File: config.mk
export PLATFORM = sky130hd
export DESIGN_NAME = xgen_sched
export DESIGN_NICKNAME = d
export VERILOG_FILES = /design/src/rtl/xgen_sched_pkg.sv /design/src/rtl/xgen_lat_track.sv /design/src/rtl/xgen_sched.sv
export SDC_FILE = /design/constraint.sdc
export NUM_CORES = 1
export LEC_CHECK = 0
export ABC_AREA = 1
export CAP_MARGIN = 25
export CELL_PAD_IN_SITES_DETAIL_PLACEMENT = 1
export CELL_PAD_IN_SITES_GLOBAL_PLACEMENT = 2
export CORE_UTILIZATION = 27
export CTS_CLUSTER_DIAMETER = 100
export CTS_CLUSTER_SIZE = 16
export DETAILED_ROUTE_END_ITERATION = 7
export PLACE_DENSITY_LB_ADDON = 0.3
export SYNTH_ARGS = -nofsm -noshare
export SYNTH_HDL_FRONTEND = slang
export SYNTH_SLANG_ARGS = --single-unit
File: constraint.sdc
create_clock -name clk -period 1.7 [get_ports clk]
set_clock_uncertainty 0.05 [all_clocks]
set_input_delay 0.34 -clock clk [delete_from_list [all_inputs] [get_ports clk]]
set_output_delay 0.34 -clock clk [all_outputs]
set_load 0.02 [all_outputs]
File: src/rtl/xgen_sched_pkg.sv
// Shared types and constants for the transform-generator batch scheduler.
package xgen_sched_pkg;

    typedef enum logic [1:0] {
        ST_IDLE  = 2'd0,
        ST_ISSUE = 2'd1,
        ST_DRAIN = 2'd2,
        ST_DONE  = 2'd3
    } state_e;

    localparam int unsigned LINK_W       = 3;
    localparam int unsigned MAX_XGEN_LAT = 4;

endpackage

File: src/rtl/xgen_lat_track.sv
// Enable-gated {valid, link} delay line mirroring the generator bank latency.
module xgen_lat_track
    import xgen_sched_pkg::*;
#(
    parameter int unsigned XGEN_LAT = 2
) (
    input  logic              clk,
    input  logic              reset_n,
    input  logic              en_in,
    input  logic              valid_in,
    input  logic [LINK_W-1:0] link_in,
    output logic              valid_out,
    output logic [LINK_W-1:0] link_out,
    output logic              empty_out,
    output logic              last_out
);

    localparam logic [XGEN_LAT-1:0] TAIL_ONLY = XGEN_LAT'(1) << (XGEN_LAT - 1);

    logic [XGEN_LAT-1:0] valid_q, valid_d;
    logic [LINK_W-1:0]   link_q [XGEN_LAT];
    logic [LINK_W-1:0]   link_d [XGEN_LAT];

    always_comb begin
        valid_d = valid_q;
        link_d  = link_q;
        if (en_in) begin
            valid_d[0] = valid_in;
            link_d[0]  = link_in;
            for (int unsigned i = 1; i < XGEN_LAT; i++) begin
                valid_d[i] = valid_q[i-1];
                link_d[i]  = link_q[i-1];
            end
        end
    end

    always_ff @(posedge clk or negedge reset_n) begin
        if (!reset_n) begin
            valid_q <= '0;
            for (int unsigned i = 0; i < XGEN_LAT; i++) begin
                link_q[i] <= '0;
            end
        end else begin
            valid_q <= valid_d;
            link_q  <= link_d;
        end
    end

    assign valid_out = valid_q[XGEN_LAT-1];
    assign link_out  = link_q[XGEN_LAT-1];
    assign empty_out = ~|valid_q;
    // Only the tail is occupied: one more enabled edge empties the line.
    assign last_out  = (valid_q == TAIL_ONLY);

endmodule

File: src/rtl/xgen_sched.sv
// Batch scheduler: latches per-link sin/cos, issues one link per cycle to the
// shared generator bank and tracks the bank latency to flag each transform.
module xgen_sched
    import xgen_sched_pkg::*;
#(
    parameter int unsigned WIDTH        = 32,
    parameter int unsigned DECIMAL_BITS = 16,
    parameter int unsigned NUM_LINKS    = 7,
    parameter int unsigned XGEN_LAT     = 2
) (
    input  logic                       clk,
    input  logic                       reset_n,
    input  logic                       start_in,
    output logic                       ready_out,
    input  logic [NUM_LINKS*WIDTH-1:0] sinq_in,
    input  logic [NUM_LINKS*WIDTH-1:0] cosq_in,
    output logic                       issue_valid_out,
    output logic [LINK_W-1:0]          link_sel_out,
    output logic [WIDTH-1:0]           sinq_out,
    output logic [WIDTH-1:0]           cosq_out,
    input  logic                       xform_ready_in,
    output logic                       xform_valid_out,
    output logic [LINK_W-1:0]          xform_link_out,
    output logic                       bank_en_out,
    output logic                       done_out
);

    localparam bit CFG_OK = (NUM_LINKS >= 1) && (NUM_LINKS <= 8) &&
                            (XGEN_LAT >= 1) && (XGEN_LAT <= MAX_XGEN_LAT) &&
                            (DECIMAL_BITS < WIDTH);
    localparam logic [LINK_W-1:0] LAST_LINK = LINK_W'(NUM_LINKS - 1);

    state_e              state_q, state_d;
    logic [LINK_W-1:0]   ptr_q, ptr_d;
    logic [WIDTH-1:0]    sin_rf_q [NUM_LINKS];
    logic [WIDTH-1:0]    sin_rf_d [NUM_LINKS];
    logic [WIDTH-1:0]    cos_rf_q [NUM_LINKS];
    logic [WIDTH-1:0]    cos_rf_d [NUM_LINKS];
    logic                issue_valid_q, issue_valid_d;
    logic [LINK_W-1:0]   link_sel_q, link_sel_d;
    logic [WIDTH-1:0]    sinq_q, sinq_d;
    logic [WIDTH-1:0]    cosq_q, cosq_d;
    logic                trk_empty, trk_last;

    cfg_legal_a: assert property (@(posedge clk) CFG_OK);

    always_comb begin
        state_d       = state_q;
        ptr_d         = ptr_q;
        sin_rf_d      = sin_rf_q;
        cos_rf_d      = cos_rf_q;
        issue_valid_d = issue_valid_q;
        link_sel_d    = link_sel_q;
        sinq_d        = sinq_q;
        cosq_d        = cosq_q;
        case (state_q)
            ST_IDLE: begin
                if (start_in) begin
                    for (int unsigned k = 0; k < NUM_LINKS; k++) begin
                        sin_rf_d[k] = sinq_in[k*WIDTH +: WIDTH];
                        cos_rf_d[k] = cosq_in[k*WIDTH +: WIDTH];
                    end
                    ptr_d   = '0;
                    state_d = ST_ISSUE;
                end
            end
            ST_ISSUE: begin
                if (xform_ready_in) begin
                    issue_valid_d = 1'b1;
                    link_sel_d    = ptr_q;
                    sinq_d        = sin_rf_q[ptr_q];
                    cosq_d        = cos_rf_q[ptr_q];
                    ptr_d         = ptr_q + 1'b1;
                    if (ptr_q == LAST_LINK) begin
                        state_d = ST_DRAIN;
                    end
                end
            end
            ST_DRAIN: begin
                if (xform_ready_in) begin
                    issue_valid_d = 1'b0;
                end
                // Last issue has entered the line; leave once the tail is accepted.
                if (!issue_valid_q && (trk_empty || (trk_last && xform_ready_in))) begin
                    state_d = ST_DONE;
                end
            end
            ST_DONE: begin
                state_d = ST_IDLE;
            end
            default: begin
                state_d = ST_IDLE;
            end
        endcase
    end

    always_ff @(posedge clk or negedge reset_n) begin
        if (!reset_n) begin
            state_q       <= ST_IDLE;
            ptr_q         <= '0;
            issue_valid_q <= 1'b0;
            link_sel_q    <= '0;
            sinq_q        <= '0;
            cosq_q        <= '0;
            for (int unsigned k = 0; k < NUM_LINKS; k++) begin
                sin_rf_q[k] <= '0;
                cos_rf_q[k] <= '0;
            end
        end else begin
            state_q       <= state_d;
            ptr_q         <= ptr_d;
            issue_valid_q <= issue_valid_d;
            link_sel_q    <= link_sel_d;
            sinq_q        <= sinq_d;
            cosq_q        <= cosq_d;
            sin_rf_q      <= sin_rf_d;
            cos_rf_q      <= cos_rf_d;
        end
    end

    xgen_lat_track #(
        .XGEN_LAT (XGEN_LAT)
    ) u_lat_track (
        .clk       (clk),
        .reset_n   (reset_n),
        .en_in     (xform_ready_in),
        .valid_in  (issue_valid_q),
        .link_in   (link_sel_q),
        .valid_out (xform_valid_out),
        .link_out  (xform_link_out),
        .empty_out (trk_empty),
        .last_out  (trk_last)
    );

    assign ready_out       = (state_q == ST_IDLE);
    assign done_out        = (state_q == ST_DONE);
    assign issue_valid_out = issue_valid_q;
    assign link_sel_out    = link_sel_q;
    assign sinq_out        = sinq_q;
    assign cosq_out        = cosq_q;
    assign bank_en_out     = xform_ready_in;

endmodule
* Word level (Yosys, flattened, before mapping)
Cells that the tools add are included.
Widths: inputs -> output; s select.
** Operators by class
- Add/subtract/negate cells :: 1
- Reduce and logical (&&, ||, !) cells :: 14
- $lt $le $gt $ge :: 1
- Equal/unequal tests :: 10
- Multiplexer cells :: 17
- Bitwise logic cells :: 1
** Operators with widths (number)
- $bmux 32 s3 :: 2
- $mux 32 :: 4
- $ne 2x2->1 const B :: 5
- $mux 2 :: 4
- $pmux 2 s4 :: 1
- $eq 2x2->1 const B :: 3
- $mux 3 :: 2
- $pmux 3 s2 :: 1
- $reduce_and 3->1 :: 2
- $ge 4x4->1 const B :: 1
- $not 3->4 :: 1
- $reduce_and 2->1 :: 2
- $reduce_and 4->1 :: 1
- $reduce_bool 2->1 :: 2
- $add 3x1->3 const B :: 1
- $eq 3x3->1 const B :: 1
- $eq 2x1->1 const B :: 1
- $logic_and 1x1->1 :: 2
- $logic_not 1->1 :: 2
- $logic_not 2->1 :: 1
- $mux 1 :: 2
- $pmux 1 s2 :: 1
- $reduce_or 2->1 :: 1
- $logic_or 1x1->1 :: 1
** Word-level totals
- Bits of input ports :: 452
- Register bits :: 529
- Output and inout bits :: 75
- Logic and storage cells :: 67

* Depth between registers and ports, before layout
Gate-level depths: netlist of run 1.
- Depth after elaboration :: 6
- Mapped depth :: 10
- Mapped depth without buffers :: 8

* Cells and area by module
Synthesis of run 1 repeated with hierarchy kept, for this count alone.
** Second synthesis, totals
- Cells, all modules :: 3042
- Area, all modules :: 24327.1 sq um
** Modules (own cells, without submodules)
- xgen_sched :: area an instance 23988.0 sq um, cells each 3002, times used 1, sequential area each 13037.5 sq um
- xgen_lat_track :: area an instance 339.1 sq um, cells each 40, times used 1, sequential area each 200.2 sq um

* Worst setup path after synthesis of run 1
OpenSTA, ideal clock, no wires.
- Path type :: reg2reg
- Start :: register state_q[0]
- End :: register cos_rf_q[0] in the netlist's numbering
- Buffers on the path :: 2
- Period minus slack after synthesis :: 1758 ps
- Path slack :: -58 ps
- Arrival time :: 1583 ps
- Stages on the path, launching flop included :: 7
- Setup time :: 125 ps
- Data required time :: 1525 ps
- Cells stage by stage :: dfrtp_1 -> inv_1 -> ha_1 -> nand2_1 -> buf_2 -> buf_2 -> mux2_2
** Between the ends
- Longest elaborated chain between the ends :: 2
** RTL lines
- start: declaration :: RTL line xgen_sched.sv:33 : state_e state_q, state_d;
- start signal: assignment :: RTL line xgen_sched.sv:110 : state_q <= state_d;
- $logic_not 2->1
- net ready_out :: RTL line xgen_sched.sv:14 : output logic ready_out,
- $reduce_and 2->1 (no source line)
- end signal: assignment :: RTL line xgen_sched.sv:117 : cos_rf_q <= cos_rf_d;
- end: declaration :: RTL line xgen_sched.sv:37 : logic [WIDTH-1:0] cos_rf_q [NUM_LINKS];
The timed path passes the listed nets, and every way through them passes these cells.
A chain may end at the register's enable or synchronous reset.

* Worst setup path in the final report of run 1
- Start :: register state_q[1]
- End :: register sin_rf_q[12] in the netlist's numbering
** Between the ends
- Longest elaborated chain between the ends :: 2
** RTL lines
- $logic_not 2->1 :: RTL line xgen_sched.sv:56 : case (state_q)
- $reduce_and 2->1 (no source line)
- end signal: assignment :: RTL line xgen_sched.sv:116 : sin_rf_q <= sin_rf_d;
- end: declaration :: RTL line xgen_sched.sv:35 : logic [WIDTH-1:0] sin_rf_q [NUM_LINKS];
No other way between the ends.

==> results.tsv, run 1 <==
metric	value	unit
outcome	finished, violations left	
failing checks	setup timing	
post-route clock period utilization	1.07	
Post-DP HPWL	68100	um
async set-reset flop share out of synthesis	1.00	
flops & latches, synth	529	
CP most frequent cell	buf_12	
Tightest Pin Transition	0.457	ns
htree depth	2	
Final Wtd Congestion	0.781	
final instance area	35800	sq um
PortBufs	526	
DR pass1 iterations	4	
Switch Pwr	24500	uW
CP Cell Sequence	inv_2, ha_4, buf_6, nand2_8, buf_12, buf_12, mux2_2	
CP max stage cell	dfrtp_1	
Die W	302	um
Comb power frac	0.508	
Clk Latency, worst-skew pair	0.59	ns
ys flop type	dfrtp_1	
Critical Path AT	2.22	ns
FP Rows	109	
Routed WL	97800	um
RSZ-0062 raised after global routing	true	
final setup violation count	340	
P&R area growth vs syn	47.0	%
Placement Cell Area	32100	sq um
Netlist cell types	22	
sequential-to-total area share from yosys stat	0.544	
Crit path required time	2.10	ns
clk slew on worst S/H paths	0.08	ns
Post-synth top cells	790 x nand2_1, 529 x dfrtp_1, 395 x inv_1	
net switching fraction of the power	0.404	
DRC	0	
drt first-iter violations	814	
GRT overflow	0	
Post-synth EDFFs	0	
max-slew violation count	0	
VDD IR-drop max	0.789	mV
Die ar.	91300	sq um
Synth top area share	0.544	
Chip Height	302	um
layout cells sized above 1	0.169	
wire per inst	20.3	um
clk sinks	529	
Internal	36200	uW
clock share of power	0.151	
CP Launch Type	register	
post-route antenna net violation count	0	
Root Driver	clkbuf_16	
syn_nets	3490	
Starting Density	0.274	
total CTS buffers	39	
global-route wire length before repair	140000	um
CP peak stage delay	0.38	ns
CTS tree	built	
I/O pins	527	
largest net degree at the start of global routing	72	
Synth area leader	dfrtp_1	
Post-Syn Area per Cell	8.02	sq um
Crit. End Element	register	
Fin. Hold Viols	0	
initial antenna violation count	39	
Hold Path Class	input pin to asynchronous set/reset pin	
sequential share of power	0.342	
worst relative slew slack	0.695	
cell family with most CP delay	buffers and inverters	
PnR worst setup slack	-0.119	ns
Fillers	10300	
f_max	0.550	GHz
yosys warns	0	
via count	21900	
power density over the cells	1700	nW/um^2
Leakage	0.0171	uW
synth top area cells	dfrtp_1 54%, nand2_1 12%, a21oi_1 7.9%	
CP max FO	16	
Core ar.	88800	sq um
Place WS	-0.274	ns
Layout Nets	4106	
top-count cell post-synth	nand2_1	
Cells after Synth	3031	
Tmin final	1.82	ns
vias in the first global route	22700	
Avg Vias per Cell	4.55	
GRT Total Usage	0.202	
max-cap violations	0	
Setup CP Type	register to register	
Post-Syn Area	24300	sq um
CTS Buffer Depth	3	
CP Buf/Inv Count	4	
## per-stage QoR
step | utilization | hold WS [ns] | setup TNS, ns | total power, uW | cells
floorplan | - | -0.00559 | 0 | 36700 | 3031
global placement | 0.362 | 0.170 | -73.50 | 47700 | 4712
detailed placement | 0.362 | 0.172 | -83.08 | 48300 | 4712
CTS | 0.378 | 0.150 | -12.21 | 58000 | 4767
global route | 0.403 | 0.160 | -42.98 | 65500 | 4820
finish | 0.403 | 0.168 | -12.70 | 60700 | 4821
## worst reg2reg max path, cell delays in order, from the launching register on
cell and delay, ns:
dfrtp_1 0.38, inv_2 0.08, ha_4 0.17, buf_6 0.13, nand2_8 0.13, buf_12 0.19, buf_12 0.20, mux2_2 0.37
## layer usage
layer,global-route usage,part of all wire
met1,0.243,0.41
met2,0.360,0.51
met3,0.0511,0.058
met4,0.0458,0.021
met5,0,0.0043
## cells by family after synthesis
kind of cell	Yosys count	share of synthesized area
AO/OA/AOI/OAI	398	0.0820
XOR/XNOR	1	0.000360
adder cells (fa/ha/maj)	7	0.00360
buffers and inverters	584	0.102
flip-flops	529	0.544
multiplexers	64	0.0296
AND/OR/NAND/NOR	1448	0.238
## worst paths after layout
check,end,slack (ns),cells after the start,from
worst max-delay path,sin_rf_q[12],-0.12,7,state_q[1]
worst min-delay path,sin_rf_q[148],0.17,2,reset_n
worst max register to register,sin_rf_q[12],-0.12,7,state_q[1]
worst min register to register,u_lat_track.link_out[2],0.45,2,u_lat_track.link_out[2]
max in group asynchronous,link_sel_out[2],0.67,3,reset_n
min in group clk,sin_rf_q[128],0.28,3,sinq_in[64]
## area by class of cell
| class | count | area (sq um) | area share |
|---|---|---|---|
| multi-input combinational | 1918 | 9640 | 0.270 |
| clock inverter | 2 | 16.3 | 0.000455 |
| antenna | 4 | 10.0 | 0.000280 |
| inverter | 397 | 1510 | 0.0422 |
| timing repair buffer | 762 | 8840 | 0.247 |
| sequential | 529 | 13200 | 0.370 |
| clock buffer | 44 | 1050 | 0.0293 |
| tap | 1165 | 1460 | 0.0408 |
## state kept, by name, indices dropped and copies added, names as in the netlist, 3 cells and up
| register | count |
|---|---|
| ptr_q | 3 |
| u_lat_track.link_q | 3 |
| sin_rf_q | 224 |
| cos_rf_q | 224 |
| sinq_out | 32 |
| cosq_out | 32 |
| link_sel_out | 3 |
| u_lat_track.link_out | 3 |
## power groups by stage
stage,logic [uW],registers (uW),clock network (uW)
detailed placement,27400,21000,0
CTS,27700,20700,9520
floorplan,15400,21300,0
finish,30800,20700,9140
global route,34200,21400,9900
global placement,26900,20800,0
## cell usage in the layout, fill, tap and decap left out, types with 3 or more instances in the layout
cell type,synthesis,final
inv_1,395,393
nor2_4,2,70
buf_4,32,84
o21ai_0,12,12
nor2_2,1,65
nand2_1,790,784
nand2_2,1,5
clkdlybuf4s15_2,0,50
nand3_1,260,258
ha_1,7,4
buf_6,6,34
buf_12,0,66
clkbuf_16,0,69
diode_2,0,4
mux2_4,0,19
clkdlybuf4s15_1,0,12
buf_8,0,14
mux2_2,64,45
buf_16,0,11
nor2_1,393,261
buf_2,106,10
a21oi_1,384,327
ha_4,0,3
a21oi_2,0,57
clkdlybuf4s50_1,0,450
dfrtp_1,529,527
## what timing repair did
| item | 4_1_cts | 5_1_grt |
|---|---|---|
| setup endpoints to repair | 148 | 485 |
| cloned | 3 | 32 |
| pin swaps | 1 | 10 |
| hold endpoints to repair | 326 | 0 |
| hold buffers | 1 | 0 |
| buffers inserted | 5 | 18 |
| gates resized for setup | 270 | 359 |
Note: power is estimated with default switching activity, not from simulation.
==> run 2, diff against run 1 <==
--- a/config.mk
+++ b/config.mk
@@ -17,3 +17,4 @@
 export SYNTH_ARGS = -nofsm -noshare
 export SYNTH_HDL_FRONTEND = slang
 export SYNTH_SLANG_ARGS = --single-unit
+export TNS_END_PERCENT = 5
==> results.tsv, run 2 (same netlist as run 1, synthesis figures left out) <==
metric	value	unit	change
outcome	finished, violations left		
failing checks	setup timing		
worst relative slew slack	0.692		-0.00317
GRT Total Usage	0.201		-0.00147
Worst R2R Setup Slack	-0.09	ns	+0.03 ns
f_max	0.558	GHz	+1.5%
Die W	302	um	unchanged
Setup CP Type	register to register		
power density over the cells	1690	nW/um^2	-0.34%
final setup violation count	284		-16%
final instance area	34800	sq um	-2.8%
P&R area growth vs syn	42.9	%	
Hold Path Class	input pin to asynchronous set/reset pin		
Reg-to-Reg End	cos_rf_q[20]		
Fin. Hold Viols	0		unchanged
clk sinks	529		unchanged
CP Launch Type	register		
Final Wtd Congestion	0.781		unchanged
htree depth	2		unchanged
GRT overflow	0		unchanged
Die ar.	91300	sq um	unchanged
CP most frequent cell	clkbuf_16		
Routed WL	95100	um	-2.7%
commonest non-fill, non-tap cell in the layout	nand2_1		
VDD IR-drop max	0.739	mV	-6.4%
Layout Nets	4074		-0.78%
wire per inst	19.9	um	-2.1%
Leakage	0.0168	uW	-2.3%
Critical Path AT	2.20	ns	-0.02 ns
CP max stage cell	dfrtp_1		
Fillers	10400		+0.57%
Clk Latency, worst-skew pair	0.58	ns	about the same
Avg Vias per Cell	4.52		-0.65%
DRC	0		unchanged
Chip Height	302	um	unchanged
initial antenna violation count	39		unchanged
max-slew violation count	0		unchanged
CP max FO	8		-8
FP Rows	109		unchanged
Placement Cell Area	32100	sq um	unchanged
most frequent cells in the layout	783 x nand2_1, 527 x dfrtp_1, 450 x clkdlybuf4s50_1		
largest net degree at the start of global routing	72		unchanged
Root Driver	clkbuf_16		
RSZ-0062 raised after global routing	true		
CP Cell Sequence	inv_2, ha_4, buf_6, nand2_8, clkbuf_16, clkbuf_16, mux2_2		
RR Startpoint	state_q[1]		
R2R cell count	7		unchanged
via count	21600		-1.3%
vias in the first global route	22600		-0.24%
Core ar.	88800	sq um	unchanged
PnR worst setup slack	-0.0919	ns	+0.0272 ns
layout cells sized above 1	0.162		-0.00735
CTS tree	built		
post-route antenna net violation count	0		unchanged
fin util	0.392		-0.0113
CTS Buffer Depth	3		unchanged
global-route wire length before repair	139000	um	-0.61%
Tightest Pin Transition	0.462	ns	+0.00476 ns
max-cap violations	0		unchanged
Tmin final	1.79	ns	-0.0272 ns
DR pass1 iterations	4		unchanged
largest registers	cos_rf_q (224), sin_rf_q (224)		
Crit path required time	2.11	ns	about the same
PortBufs	526		unchanged
drt first-iter violations	820		+0.74%
total CTS buffers	39		unchanged
post-route clock period utilization	1.05		-0.0160
CP peak stage delay	0.38	ns	about the same
Post-DP HPWL	68100	um	unchanged
clk slew on worst S/H paths	0.08	ns	about the same
hold_ws	0.163	ns	-0.00556 ns
Crit. End Element	register		
Starting Density	0.274		unchanged
I/O pins	527		unchanged
run 2: power by group:
part | switching (uW) | total (uW) | internal (uW) | leakage [uW]
logic | 16900 | 29000 | 12100 | 0.0103
registers | 2160 | 20700 | 18600 | 0.00591
clock network | 4740 | 9090 | 4350 | 0.000519
run 2: per-layer routing:
metal  track usage  vias up  wire length (um)
met5             0        -               432
met4        0.0421       68              1940
met3        0.0513      141              5550
met2         0.359      384             48500
met1         0.241    10600             38700
li1              -    10500                 -
run 2: worst max-delay path by stage:
stage,start,slack (ns),cells past startpoint,to
after global routing,state_q[1],-0.16,8,cos_rf_q[81]
after CTS,state_q[1],-0.11,3,done_out
after global placement,start_in,-0.26,5,cos_rf_q[24]
after detailed placement,start_in,-0.27,5,cos_rf_q[12]
after floorplan,state_q[0],0.04,6,sin_rf_q[27]
final,state_q[1],-0.09,7,cos_rf_q[20]
run 2: timing repair:
item                       in CTS  in global routing
setup buffers                   2                  7
gates resized for setup       244                313
cloned                          0                 17
hold endpoints to repair      326                  0
setup endpoints to repair     148                471
pin swaps                       1                  8
hold buffers                    1                  0
run 2: layout make-up:
cell class,count,area (sq um),area share
diodes,4,10.0,0.000288
flip-flops and latches,529,13200,0.381
clock inverters,2,16.3,0.000468
inverters,397,1500,0.0432
clock buffers,44,1050,0.0301
multi-input cells,1918,9360,0.269
repair buffers,730,8120,0.234
well taps,1165,1460,0.0419
run 2: stage by stage:
step / TNS (ns) / instances / setup slack (ns) / power [uW]
after floorplan: 0 / 3031 / 0.0436 / 36700
after global placement: -73.50 / 4712 / -0.257 / 47700
after detailed placement: -83.08 / 4712 / -0.274 / 48300
after CTS: -11.51 / 4761 / -0.113 / 57600
after global routing: -40.51 / 4787 / -0.162 / 63700
final: -8.99 / 4789 / -0.0919 / 58800
run 2: worst max-delay path: cells and delay by family (launching register included):
family | cells | cell delay [ns]
mux | 1 | 0.33
fa+ha+maj | 1 | 0.17
simple gates | 1 | 0.13
buf+inv | 4 | 0.60
flops | 1 | 0.38
==> run 3, diff against run 2 <==
--- a/config.mk
+++ b/config.mk
@@ -14,6 +14,7 @@
 export CTS_CLUSTER_SIZE = 16
 export DETAILED_ROUTE_END_ITERATION = 7
 export PLACE_DENSITY_LB_ADDON = 0.3
+export SKIP_LAST_GASP = 1
 export SYNTH_ARGS = -nofsm -noshare
 export SYNTH_HDL_FRONTEND = slang
 export SYNTH_SLANG_ARGS = --single-unit
==> results.tsv, run 3 (same netlist as run 1, synthesis figures left out) <==
metric	value	unit	change
FP Rows	109		unchanged
CP peak stage delay	0.38	ns	about the same
CP Buf/Inv Count	4		unchanged
worst relative slew slack	0.693		+0.00148
Fin. Hold Viols	0		unchanged
Fillers	10500		+0.95%
Die ar.	91300	sq um	unchanged
clock share of power	0.158		+0.003
Switch Pwr	23200	uW	-2.3%
global-route wire length before repair	139000	um	about the same
Placed Instances	4712		unchanged
RSZ-0062 raised after global routing	true		
Setup CP Type	register to register		
f_max	0.558	GHz	about the same
setup TNS	-12.93	ns	-3.95 ns
DR pass1 iterations	4		unchanged
initial antenna violation count	39		unchanged
P&R area growth vs syn	39.6	%	
CTS tree	built		
WP depth	7		unchanged
drt first-iter violations	849		+3.5%
max-slew violation count	0		unchanged
CP max stage cell	dfrtp_1		
commonest non-fill, non-tap cell in the layout	nand2_1		
largest net degree at the start of global routing	72		unchanged
GRT Total Usage	0.201		about the same
largest registers	cos_rf_q (224), sin_rf_q (224)		
Internal	34300	uW	-2.1%
Routed WL	94800	um	-0.25%
most frequent cells in the layout	789 x nand2_1, 527 x dfrtp_1, 450 x clkdlybuf4s50_1		
power density over the cells	1700	nW/um^2	+0.19%
Critical Path AT	2.21	ns	about the same
post-route antenna net violation count	0		unchanged
Critical Path Source	state_q[1]		
CP max FO	15		+7
via count	21600		+0.042%
PnR worst setup slack	-0.0922	ns	-0.000340 ns
R2R cell count	7		unchanged
Clk Latency, worst-skew pair	0.58	ns	about the same
htree depth	2		unchanged
I/O pins	527		unchanged
vias in the first global route	22600		+0.088%
Chip Height	302	um	unchanged
Starting Density	0.274		unchanged
layout cells sized above 1	0.101		-0.0606
sequential share of power	0.359		+0.006
total CTS buffers	39		unchanged
Tightest Pin Transition	0.460	ns	-0.00222 ns
fin cells	4792		+0.063%
Crit. End Element	register		
outcome	finished, violations left		
Final Wtd Congestion	0.781		unchanged
Root Driver	clkbuf_16		
Post-DP HPWL	68100	um	unchanged
post-route clock period utilization	1.05		about the same
RR Startpoint	state_q[1]		
CP Cell Sequence	inv_2, ha_4, buf_6, nand2_8, buf_16, buf_16, mux2_2		
wire per inst	19.8	um	-0.32%
Hold Path Class	input pin to asynchronous set/reset pin		
Comb power frac	0.483		-0.010
PortBufs	526		unchanged
Core ar.	88800	sq um	unchanged
DRC	0		unchanged
Tmin final	1.79	ns	+0.000340 ns
cell family with most CP delay	buffers and inverters		
CP Launch Type	register		
Layout Nets	4078		+0.098%
clk sinks	529		unchanged
clk slew on worst S/H paths	0.08	ns	about the same
Pwr Total	57500	uW	-2.2%
net switching fraction of the power	0.404		-0.000494
GRT overflow	0		unchanged
hold_ws	0.162	ns	-0.000670 ns
final setup violation count	398		+40%
Seq. cell area	13200	sq um	unchanged
Leakage	0.0167	uW	-0.32%
Die W	302	um	unchanged
failing checks	setup timing		
Avg Vias per Cell	4.52		about the same
Crit path required time	2.12	ns	about the same
area occupied by multi-input gates	8740	sq um	-6.7%
VDD IR-drop max	0.728	mV	-1.5%
CTS Buffer Depth	3		unchanged
CP most frequent cell	buf_16		
fin util	0.382		-0.00919
max-cap violations	0		unchanged
## run 3: area by class of cell
class | count | area share
Sequential cell | 529 | 0.390
Multi-Input combinational cell | 1918 | 0.257
Timing Repair Buffer | 734 | 0.234
Inverter | 397 | 0.0443
Tap cell | 1165 | 0.0429
Clock buffer | 44 | 0.0309
Clock inverter | 2 | 0.000479
Antenna cell | 3 | 0.000221
## run 3: routing by layer
metal	share of wire	global-route usage	routed length, um	vias up
met5	0.0046	0	433	-
met4	0.019	0.0434	1810	68
met3	0.058	0.0514	5510	136
met2	0.51	0.359	48300	386
met1	0.41	0.240	38800	10600
li1	-	-	-	10500
## run 3: per-stage QoR
step | area [sq um] | worst slack (ns)
2_1_floorplan | 24300 | 0.0436
3_3_place_gp | 32100 | -0.257
3_5_place_dp | 32100 | -0.274
4_1_cts | 33200 | -0.113
5_1_grt | 33900 | -0.155
6_report | 33900 | -0.0922
## run 3: power groups by stage
stage,combinational (uW),clock [uW],sequential (uW)
final,27800,9110,20700
after global routing,31100,9890,21300
after CTS,27000,9520,20700
after detailed placement,27400,0,21000
after global placement,26900,0,20800
after floorplan,15400,0,21300
## run 3: final timing paths
| check | endpoint | slack [ns] |
|---|---|---|
| setup / recovery | cos_rf_q[12] | -0.09 |
| hold / removal | sin_rf_q[148] | 0.16 |
| setup reg to reg | cos_rf_q[12] | -0.09 |
| hold reg to reg | u_lat_track.link_out[2] | 0.44 |
| max in group asynchronous | link_sel_out[2] | 0.68 |
| min in group clk | cos_rf_q[223] | 0.28 |
## run 3: timing repair
| action | CTS | global route |
|---|---|---|
| endpoints found under the hold margin | 326 | 0 |
| hold buffers | 1 | 0 |
| cloned | 0 | 19 |
| pin swaps | 1 | 3 |
| endpoints found under the setup margin | 148 | 529 |
| buffers inserted | 2 | 9 |
| resized for setup | 106 | 68 |
## run 3: worst register-to-register path, delay by kind of cell (launching register included)
kind,cells,cell delay (ns)
and+or+nand+nor,1,0.13
DFF,1,0.38
buffers and inverters,4,0.59
adders and majority gates,1,0.17
muxes,1,0.36
